File: src/rtl/cc_interleave.sv
// cc_interleave: 802.16 OFDM two-step block bit interleaver with ping-pong bit banks.
// Serial coded bits in; each completed block streams out serially in interleaved order.
module cc_interleave #(
    parameter int ncbps  = 768,
    parameter int ncpc   = 4,
    parameter int d      = 12,
    parameter int addr_w = $clog2(ncbps)
) (
    input  logic clk,
    input  logic reset,
    input  logic cur_in,
    input  logic valid_in,
    output logic z,
    output logic valid_out,
    output logic blk_last
);
    localparam int s  = (ncpc + 1) / 2;
    localparam int RW = $clog2(d);
    localparam logic [addr_w-1:0] COLS   = addr_w'(ncbps / d);
    localparam logic [addr_w-1:0] S_A    = addr_w'(s);
    localparam logic [addr_w-1:0] LAST   = addr_w'(ncbps - 1);
    localparam logic [addr_w-1:0] Q_LAST = addr_w'(ncbps / d - 1);
    localparam logic [RW-1:0]     R_LAST = RW'(d - 1);
    logic [ncbps-1:0]  r_bank [2];
    logic              r_wsel;
    logic              r_rd_busy;
    logic [RW-1:0]     r_r;
    logic [addr_w-1:0] r_q;
    logic [addr_w-1:0] r_n;
    logic [addr_w-1:0] w_m;
    logic [addr_w-1:0] w_j;
    logic              w_blk_done;
    logic              w_rd_last;
    // floor(12m/ncbps) equals r, so the second permutation needs no divider beyond constant s
    always_comb begin
        w_m        = COLS * addr_w'(r_r) + r_q;
        w_j        = S_A * (w_m / S_A) + (w_m - addr_w'(r_r)) % S_A;
        w_blk_done = valid_in && r_r == R_LAST && r_q == Q_LAST;
        w_rd_last  = r_rd_busy && r_n == LAST;
    end
    always_ff @(posedge clk) begin
        if (valid_in) r_bank[r_wsel][w_j] <= cur_in;
    end
    always_ff @(posedge clk) begin
        if (!reset) begin
            r_wsel    <= 1'b0;
            r_rd_busy <= 1'b0;
            r_r       <= '0;
            r_q       <= '0;
            r_n       <= '0;
            z         <= 1'b0;
            valid_out <= 1'b0;
            blk_last  <= 1'b0;
        end else begin
            z         <= r_rd_busy & r_bank[~r_wsel][r_n];
            valid_out <= r_rd_busy;
            blk_last  <= w_rd_last;
            if (r_rd_busy) r_n <= r_n + addr_w'(1);
            if (w_rd_last) r_rd_busy <= 1'b0;
            if (valid_in) begin
                r_r <= (r_r == R_LAST) ? '0 : r_r + RW'(1);
                r_q <= (r_r == R_LAST) ? r_q + addr_w'(1) : r_q;
            end
            // a completing block wins over read-end so back-to-back blocks stream without a bubble
            if (w_blk_done) begin
                r_r       <= '0;
                r_q       <= '0;
                r_wsel    <= ~r_wsel;
                r_rd_busy <= 1'b1;
                r_n       <= '0;
            end
        end
    end
endmodule
File: config.mk
export PLATFORM = sky130hd
export DESIGN_NAME = cc_interleave
export DESIGN_NICKNAME = d
export VERILOG_FILES = /design/src/rtl/cc_interleave.sv
export SDC_FILE = /design/constraint.sdc
export NUM_CORES = 2
export LEC_CHECK = 0
export CORE_MARGIN = 5
export CORE_UTILIZATION = 48
export DETAILED_ROUTE_END_ITERATION = 8
export GPL_TIMING_DRIVEN = 0
export PLACE_DENSITY = 0.74
export SYNTH_ARGS = -nofsm -noshare
export SYNTH_HDL_FRONTEND = slang
export SYNTH_SLANG_ARGS = --single-unit
File: constraint.sdc
create_clock -name clk -period 2.9 [get_ports clk]
set_clock_uncertainty 0.05 [all_clocks]
set_input_delay 0.87 -clock clk [delete_from_list [all_inputs] [get_ports clk]]
set_output_delay 0.87 -clock clk [all_outputs]
set_load 0.005 [all_outputs]
==> results.md <==
* Power, Total at 44.9 mW
* Worst slew margin at 3.37%
* Initial DRC Count at 9,132
* Cell Pwr Density at 566 mW/mm^2
* DIE HEIGHT at 386 microns
* Die area at 0.149 sq mm
* Sw Ratio at 20.6%
* Htree depth at 4
* # hold bufs at CTS at 0
* I/O Buffers at 6
* Final hold vios at 0
* Combinational power share at 1.2%
* Clk pwr share at 43.4%
* Avg WL per Cell at 35.1 microns
* Proportion of layout cells with a drive suffix above 1 at 21.9%
* Final setup violation count at 8
* Finished Core Util at 56.1%
* Area delta synth->final at 16.6%
* Post-Synthesis Cells at 4,773
* Top_reg_cell synth: edfxtp_1
* CORE AREA at 0.141 sq mm
* CTS max path bufs at 3
* Die Wd at 386 microns
* Maximum fanout along the worst path at 10
* Min-Delay Path Class: reg -> reg
* Maximum clock rate at 271 MHz
* Worst-Margin Slew at 1.45 ns
* Clock sink count at 1,565
* Critical path origin: r_n[1]
* Crit end category: flop
* Final nets at 5,077
* Synth async-reset ratio at 0%
* Worst skew pair latency at 0.83 ns
* Critical R2R Launch: r_n[1]
* Post-DR vias/cell at 6.59
* Top Ports at 7
* Post-synth net total at 4,784
* Root buffer cell: clkbuf_16
* Std-Cell Rows at 138
* Setup CP Type: reg -> reg
* Largest area contributor in the netlist: edfxtp_1
* Initial antenna violation count at 10
* Gpl congestion at 1.00
* Num CTS Buffers at 154
* Post-Syn Area per Cell at 14.2 sq um
* Largest net degree at the start of global routing at 203
* Final Cycle Share at 127%
* CTS tree: yes
* Synth top area share at 67.9%
* Worst vdd rail ir drop at 613 uV
* Slew Limit Fails at 0
* RSZ-0062 raised after global routing: true
* Worst Reg2Reg Path Length in Cells at 10
* Synth top area cells: edfxtp_1 (68%), nor2_1 (8.8%), mux4_2 (8.0%), mux2i_1 (3.9%), clkbuf_1 (1.9%)
* Internal reg-to-reg setup slack at -0.79 ns
* Mapped Area at 0.0679 sq mm
* Initial Util at 48.1%
* Internal Power at 35.6 mW
* Synth unique cells at 70
* CP endpoint: z
* Drc violations at 0
* Clk pin slew, worst setup/hold paths at 0.06 ns
* Setup ws final at -0.790 ns
* Status: complete, but fails checks
* DRT Wirelength at 248,000 microns
* Synth warn at 0
* Number of synthesized flops with an enable pin at 1,536
* Total track usage at 32.7%
* Detail Route Antenna Nets at 0
* Lkg Pwr at 23.3 nW
* Vias in the first global route at 44,000
* Critical Path RT at 3.48 ns
* Failing checks: negative setup slack
* Post-detail-place hpwl at 159,000 microns
* First-pass GRT wire length at 334,000 microns
* CP Launch Type: flop
* Sequential Power Share at 55.3%
* RR Endpoint: z
* #FFs+latches synth at 1,565
* Via count at 46,700
* # Max-Cap Violations at 0
* Total grt overflow at 0
* WP data arrival at 4.27 ns
* Psw at 9.26 mW
* Pre-antenna DRT Iters at 8
* Fin crit period at 3.69 ns
* Sequential area share after synthesis at 68.8%
[layout make-up]
type | count | area (sq um)
sequential | 1565 | 46700
inverter | 8 | 30.0
clock buffer | 207 | 4160
fill | 11000 | 61900
timing repair buffer | 143 | 1540
tap | 1890 | 2360
buffer | 472 | 4140
clock inverter | 70 | 556
multi-input combinational | 2722 | 19700
antenna | 3 | 7.51
[synth_stat cells, drive strengths merged (18+ instances only)]
cell type  instances
o221ai            62
a22o              22
a2111oi           20
o22ai             23
nand2            125
a22oi             18
buf              132
mux4             270
o21ai             50
clkbuf           346
nor2            1595
a221oi            37
a21oi             62
edfxtp          1536
mux2i            265
dfxtp             29
[what timing repair did]
action | CTS | global route
resized for setup | 749 | 188
setup buffers | 87 | 37
cloned | 2 | 2
endpoints found under the setup margin | 1560 | 1462
pin swaps | 24 | 26
[power groups by stage]
stage | sequential [mW] | clock [mW] | combinational, mW
after global placement | 26.2 | 0 | 0.371
after CTS | 24.8 | 19.3 | 0.511
final | 24.8 | 19.5 | 0.551
after global routing | 24.8 | 20.3 | 0.569
after floorplan | 25.3 | 0 | 0.0926
after detailed placement | 25.3 | 0 | 0.481
[kinds of logic after synthesis]
logic type | count (synthesis) | synth area share, %
and+or+nand+nor | 1801 | 10.3
DFF | 1565 | 68.8
muxes | 544 | 13.2
buffers and inverters | 486 | 3.60
AOI/OAI and AO/OA | 347 | 3.72
xor gates and xnor gates | 23 | 0.297
adders and majority gates | 7 | 0.140
[critical path, stage by stage (launching register included)]
cell	delay (ns)
dfxtp_1	0.51
buf_4	0.35
buf_4	0.36
buf_6	0.37
mux2i_1	0.29
o211ai_1	0.20
o311ai_4	0.18
a31oi_2	0.19
a2111oi_4	0.47
a311o_1	0.30
o311ai_4	0.21
[how the worst min path moves through the flow]
stage	from	to	slack [ns]	depth (start not counted)
final	r_q[8]	r_q[8]	0.50	2
after global routing	r_q[8]	r_q[8]	0.54	2
after floorplan	r_q[8]	r_q[8]	0.44	2
after CTS	r_q[8]	r_q[8]	0.50	2
after detailed placement	r_q[8]	r_q[8]	0.49	2
after global placement	r_q[8]	r_q[8]	0.48	2
[state kept, by name (all words and copies together) (netlist names)]
name	count
blk_last	1
r_bank	1536
r_n	10
r_q	10
r_r	4
r_rd_busy	1
r_wsel	1
valid_out	1
z	1
[cell usage in the layout, fill, tap and decap left out, types with 15 or more instances in the layout]
cell type	netlist	final
buf_6	12	41
dfxtp_1	29	24
a221oi_1	36	28
buf_12	12	48
clkinv_2	0	29
a22oi_1	18	16
clkinv_1	0	24
a21oi_2	0	16
clkbuf_2	0	137
buf_16	0	38
clkbuf_16	0	162
mux4_1	29	29
o21ai_1	14	18
nor2_1	1595	1585
a211oi_1	16	15
mux4_2	241	241
clkbuf_1	346	134
a21oi_1	62	43
o22ai_1	23	23
clkbuf_8	0	21
buf_4	30	123
xnor2_1	16	15
clkbuf_4	0	56
nand2_1	125	83
buf_8	13	17
mux2i_1	265	253
o21ai_0	36	27
nand2_2	0	36
o221ai_1	62	56
edfxtp_1	1536	1536
buf_2	62	38
a22o_1	22	21
[per-stage QoR]
stage / worst slack, ns / TNS [ns] / hold slack [ns] / instances / cell area (sq um)
3_3_place_gp: -35.12 / - / 0.476 / 6669 / 70300
3_5_place_dp: -2.89 / -1748.44 / 0.494 / 6678 / 70600
4_1_cts: -0.547 / -0.553 / 0.503 / 7038 / 78500
6_report: -0.790 / -0.939 / 0.505 / 7080 / 79200
5_1_grt: -0.691 / -0.823 / 0.542 / 7078 / 79200
2_1_floorplan: 0.217 / 0 / 0.444 / 4773 / 67900
[layer usage]
metal,vias up,GRT usage (%),wire [microns]
li1,18200,-,-
met1,23300,41.0,81200
met2,4278,47.0,105000
met3,963,12.1,39100
met4,4,23.4,22700
met5,-,0,143
Note: power is estimated with default switching activity, not from simulation.
